### src/rtl/pulpemu_rst_pkg.sv
// Shared types and sizing helpers for the pulpemu reset generator.
package pulpemu_rst_pkg;

  typedef enum logic [1:0] {
    HOLD    = 2'd0,
    STRETCH = 2'd1,
    RUN     = 2'd2
  } rst_state_e;

  function automatic int stretch_cnt_w(input int hold_cycles);
    return ($clog2(hold_cycles) < 1) ? 1 : $clog2(hold_cycles);
  endfunction

  localparam int STRETCH_CNT_W = stretch_cnt_w(16);

endpackage

### src/rtl/pulpemu_rst_sync.sv
// N-flop async-clear single-bit synchronizer; output reads 0 while cleared.
module pulpemu_rst_sync #(
  parameter int STAGES = 2
) (
  input  logic clk_i,
  input  logic rst_i,
  input  logic d_i,
  output logic q_o
);

  logic [STAGES-1:0] sync_q;

  always_ff @(posedge clk_i or posedge rst_i) begin
    if (rst_i) begin
      sync_q <= '0;
    end else begin
      sync_q <= {sync_q[STAGES-2:0], d_i};
    end
  end

  assign q_o = sync_q[STAGES-1];

endmodule

### src/rtl/pulpemu_rst_gen.sv
// Merges button, clock lock and soft request into one stretched, ref_clk-synchronous
// active-low SoC reset, counting every non-button reset episode.
module pulpemu_rst_gen
  import pulpemu_rst_pkg::*;
#(
  parameter int SYNC_STAGES = 2,
  parameter int HOLD_CYCLES = 16,
  parameter int CNT_W       = 8
) (
  input  logic             ref_clk,
  input  logic             pad_reset,
  input  logic             clk_locked_i,
  input  logic             soft_rst_req_i,
  output logic             pad_reset_n_o,
  output logic             rst_active_o,
  output logic [CNT_W-1:0] rst_count_o
);

  localparam int SCW = stretch_cnt_w(HOLD_CYCLES);
  localparam logic [SCW-1:0] CNT_LAST = SCW'(HOLD_CYCLES - 1);

  logic             locked_s;
  rst_state_e       state_q;
  logic [SCW-1:0]   cnt_q;
  logic             rst_n_q;
  logic             active_q;
  logic [CNT_W-1:0] count_q;

  pulpemu_rst_sync #(
    .STAGES (SYNC_STAGES)
  ) u_lock_sync (
    .clk_i  (ref_clk),
    .rst_i  (pad_reset),
    .d_i    (clk_locked_i),
    .q_o    (locked_s)
  );

  // Outputs are registered alongside the state so the SoC never sees decode glitches.
  always_ff @(posedge ref_clk or posedge pad_reset) begin
    if (pad_reset) begin
      state_q  <= HOLD;
      cnt_q    <= '0;
      rst_n_q  <= 1'b0;
      active_q <= 1'b1;
      count_q  <= '0;
    end else begin
      case (state_q)
        HOLD: begin
          cnt_q <= '0;
          if (locked_s) state_q <= STRETCH;
        end
        STRETCH: begin
          if (!locked_s) begin
            state_q <= HOLD;
            cnt_q   <= '0;
          end else if (soft_rst_req_i) begin
            cnt_q <= '0;
          end else if (cnt_q == CNT_LAST) begin
            state_q  <= RUN;
            cnt_q    <= '0;
            rst_n_q  <= 1'b1;
            active_q <= 1'b0;
          end else begin
            cnt_q <= cnt_q + 1'b1;
          end
        end
        RUN: begin
          if (!locked_s || soft_rst_req_i) begin
            state_q  <= HOLD;
            rst_n_q  <= 1'b0;
            active_q <= 1'b1;
            if (count_q != '1) count_q <= count_q + 1'b1;
          end
        end
        default: begin
          state_q  <= HOLD;
          cnt_q    <= '0;
          rst_n_q  <= 1'b0;
          active_q <= 1'b1;
        end
      endcase
    end
  end

  assign pad_reset_n_o = rst_n_q;
  assign rst_active_o  = active_q;
  assign rst_count_o   = count_q;

endmodule
### config.mk
export PLATFORM = sky130hd
export DESIGN_NAME = pulpemu_rst_gen
export DESIGN_NICKNAME = d
export VERILOG_FILES = /design/src/rtl/pulpemu_rst_pkg.sv /design/src/rtl/pulpemu_rst_sync.sv /design/src/rtl/pulpemu_rst_gen.sv
export SDC_FILE = /design/constraint.sdc
export NUM_CORES = 1
export LEC_CHECK = 0
export CORE_MARGIN = 2
export CORE_UTILIZATION = 40
export DETAILED_ROUTE_END_ITERATION = 8
export PLACE_DENSITY = 0.7
export SYNTH_ARGS = -nofsm -noshare
export SYNTH_HDL_FRONTEND = slang
export SYNTH_SLANG_ARGS = --single-unit
### constraint.sdc
create_clock -name ref_clk -period 2.18 [get_ports ref_clk]
set_clock_uncertainty 0.2 [all_clocks]
set_input_delay 0.436 -clock ref_clk [delete_from_list [all_inputs] [get_ports ref_clk]]
set_output_delay 0.436 -clock ref_clk [all_outputs]
set_load 0.01 [all_outputs]
==> impl_results.md <==
* Main synth FF type: dfrtp_1
* Switch Pwr at 112.1 uW
* Multiplexer share of the synthesized area at 1.796%
* Worst R2R End: rst_count_o[1]
* Iteration-0 DRC Markers at 7
* Outcome: finished, final reports clean
* Root buf cell: clkbuf_4
* Cell area power density at 539.9 nW/um^2
* CTS tree: yes
* Number of port buffers at 13
* Max incr delay on CP at 540 ps
* Worst R2R Path Depth at 4
* Clk sink count at 18
* DR vias/cell at 5.000
* Die area at 2471 um^2
* WP data required at 1540 ps
* Pint at 448.6 uW
* WL final at 1.372 mm
* Clock latency at the later pin of the worst-skew pair at 280 ps
* Number of buffers created by CTS at 3
* #FFs+latches synth at 18
* Count leader, synth: dfrtp_1
* H-tree levels at 1
* Detailed placement HPWL at 981.9 um
* Endpoints failing setup at 0
* Main combinational cell family by area after synthesis: simple AND/OR/NAND/NOR gates
* Avg Synthesized Cell Area at 11.77 um^2
* Delay-heaviest family, CP: flip-flops
* Synth Area in Simple Gates at 20.36%
* Placed cell area at 1002 um^2
* Max cap viols at 0
* Top-area cell type share of the netlist area at 50.90%
* Antenna Nets Post-Route at 0
* Post-synth EDFFs at 0
* Worst VDD drop at 0.2420 mV
* Slew HR at 76.65%
* Worst-path cell chain: clkdlybuf4s50_1
* Worst Hold Launch: u_lock_sync.sync_q[0]
* Tmin final at 1977 ps
* Syn Std Cell Area at 835.8 um^2
* Antenna diode count at 0
* Pre-antenna DRT Iters at 4
* Post-synthesis cell type count at 28
* Synth Area in XOR/XNOR at 8.383%
* Boundary Pins at 14
* Maximum clock rate at 0.5059 GHz
* Design area at 1039 um^2
* R2R Setup Slk at 420 ps
* Seq pwr share at 60.9%
* Die X at 49.71 um
* Top cells by area, synth: dfrtp_1, xor2_1, dfstp_2, ha_1, nand2_1
* Min-Delay Path Class: flop to flop
* Gr usage total at 12.98%
* Initial core utilization at 42.60%
* Synthesis-to-layout area growth at 24.25%
* Crit path kind: flop to primary output
* Worst-path maximum fanout at 2
* Clk pwr share at 35.5%
* Final Hold Fails at 0
* Post-CTS setup buffer count at 0
* Gate Count Post-Synth at 71
* Non-filler instance count after layout at 115
* Synth Area in Compound Gates at 10.03%
* Clock-pin transition on the worst setup and hold timing paths at 100 ps
* Unrepaired setup endpoints after global routing: no
* Power after layout at 560.7 uW
* Cells after DPL at 111
* FP Rows at 16
* Final TNS setup at 0 ps
* Vias at 575
* Post-synth ARST share at 100.0%
* Syn_nets at 77
* Area of the core at 1962 um^2
* Fillers at 197
* Wire per inst at 11.93 um
* Critical path's slowest cell: dfstp_2
* Nets at 95
* Most frequent cells after synthesis: dfrtp_1, nand2_1, xor2_1
* Warnings from Yosys at 0
* Post-synthesis adder-cell area fraction at 2.994%
* Initial antenna violation count at 0
* Hold Path Sink: u_lock_sync.sync_q[1]
* CTS Buffer Depth at 2
* Largest net degree at the start of global routing at 19
* Residual DRC count at 0
* Crit start category: flop
* WP buf/inv at 1
* Share of cells above drive strength 1 at 12.50%
* Leak Pwr at 0.5124 nW
* Die Ht at 49.71 um
* CTS Hold Bufs at 0
* Worst slew pin tran at 348.6 ps
* Crit Reg-Reg Startpoint: rst_count_o[0]
* Cell taking the most area after synthesis: dfrtp_1
* Post-CTS resize count at 0
* Hold Path Stages at 0
* Worst EP arrival at 1340 ps
* Gr ovfl total at 0
* Switching Share at 19.99%
* Share of total power in combinational logic at 3.7%
* Worst Setup End Kind: primary output
* Vias in the first global route at 582
* Period utilization at 90.67%
* Sequential area share after synthesis at 54.04%
* Routability cong. at 0.7173
* First-pass GRT wire length at 2.504 mm
* Max-slew violations at 0
==> power groups by stage <==
stage / Sequential (mW) / Clock, mW / Combinational (mW)
after global routing: 0.342 / 0.222 / 0.0236
after CTS: 0.342 / 0.208 / 0.0214
after detailed placement: 0.348 / 0 / 0.0214
after global placement: 0.348 / 0 / 0.0207
after floorplan: 0.347 / 0 / 0.0113
final: 0.341 / 0.199 / 0.0205
==> flip-flops by register name, summed over array words and instances, names as in the netlist <==
signal and cells:
rst_active_o 1, u_lock_sync.sync_q 2, state_q 2, cnt_q 4
rst_count_o 8, pad_reset_n_o 1
==> how the worst max path moves through the flow <==
stage	start	end	slack, ps	cells past startpoint
4_1_cts	rst_active_o	rst_active_o	180	1
2_1_floorplan	rst_count_o[0]	rst_count_o[1]	480	4
6_report	rst_active_o	rst_active_o	200	1
3_3_place_gp	soft_rst_req_i	rst_count_o[1]	210	4
3_5_place_dp	soft_rst_req_i	rst_count_o[1]	190	4
5_1_grt	rst_active_o	rst_active_o	150	1
==> worst register-to-register path: cells and delay by family (launching register included) <==
kind / cells / cell delay [ps]
multiplexers: 1 / 330
flip-flops: 1 / 430
adder cells (fa/ha/maj): 1 / 200
AND/OR/NAND/NOR: 1 / 130
AO/OA/AOI/OAI: 1 / 370
==> kinds of logic (layout without fill, tap and decap cells) <==
group                    after synthesis  in the layout
flip-flops                            18             18
XOR/XNOR                               8              8
buffers and inverters                  5             22
AO/OA/AOI/OAI                         10             10
adder cells (fa/ha/maj)                2              2
AND/OR/NAND/NOR                       27             27
multiplexers                           1              1
==> per-stage QoR <==
| step | utilization [%] | setup slack [ps] | hold WS (ps) |
|---|---|---|---|
| 2_1_floorplan | - | 478.8 | 131.2 |
| 3_3_place_gp | 51.08 | 213.8 | 135.4 |
| 3_5_place_dp | 51.08 | 187.8 | 152.3 |
| 4_1_cts | 52.93 | 180.4 | 176.8 |
| 5_1_grt | 52.93 | 145.1 | 188.2 |
| 6_report | 52.93 | 203.5 | 173.1 |
==> routing by layer <==
metal	share of wire (%)	up-vias	global-route usage [%]
met5	0	-	0
met4	0	0	4.167
met3	4.1	0	3.939
met2	44	14	18.22
met1	52	279	18.98
li1	-	282	-
==> layout make-up <==
cell class | count | area, um^2 | share of cell area [%]
Inverter | 4 | 15.01 | 1.446
Tap cell | 27 | 33.78 | 3.253
Timing Repair Buffer | 14 | 137.6 | 13.25
Sequential cell | 18 | 451.7 | 43.49
Clock buffer | 4 | 36.28 | 3.494
Multi-Input combinational cell | 48 | 364.1 | 35.06
==> placed cells by master, fill, tap and decap left out, types with 2 or more instances in the layout <==
cell type and instances:
nor3b_1 2, dfrtp_1 17, o41ai_1 2, nand2_1 6
xnor2_1 2, o32ai_1 2, inv_1 4, nor2_1 4
o21ai_0 2, ha_1 2, nand3_1 3, clkbuf_4 3
nor3_1 3, a21oi_1 2, xor2_1 6, clkdlybuf4s50_1 13
Note: power is estimated with default switching activity, not from simulation.
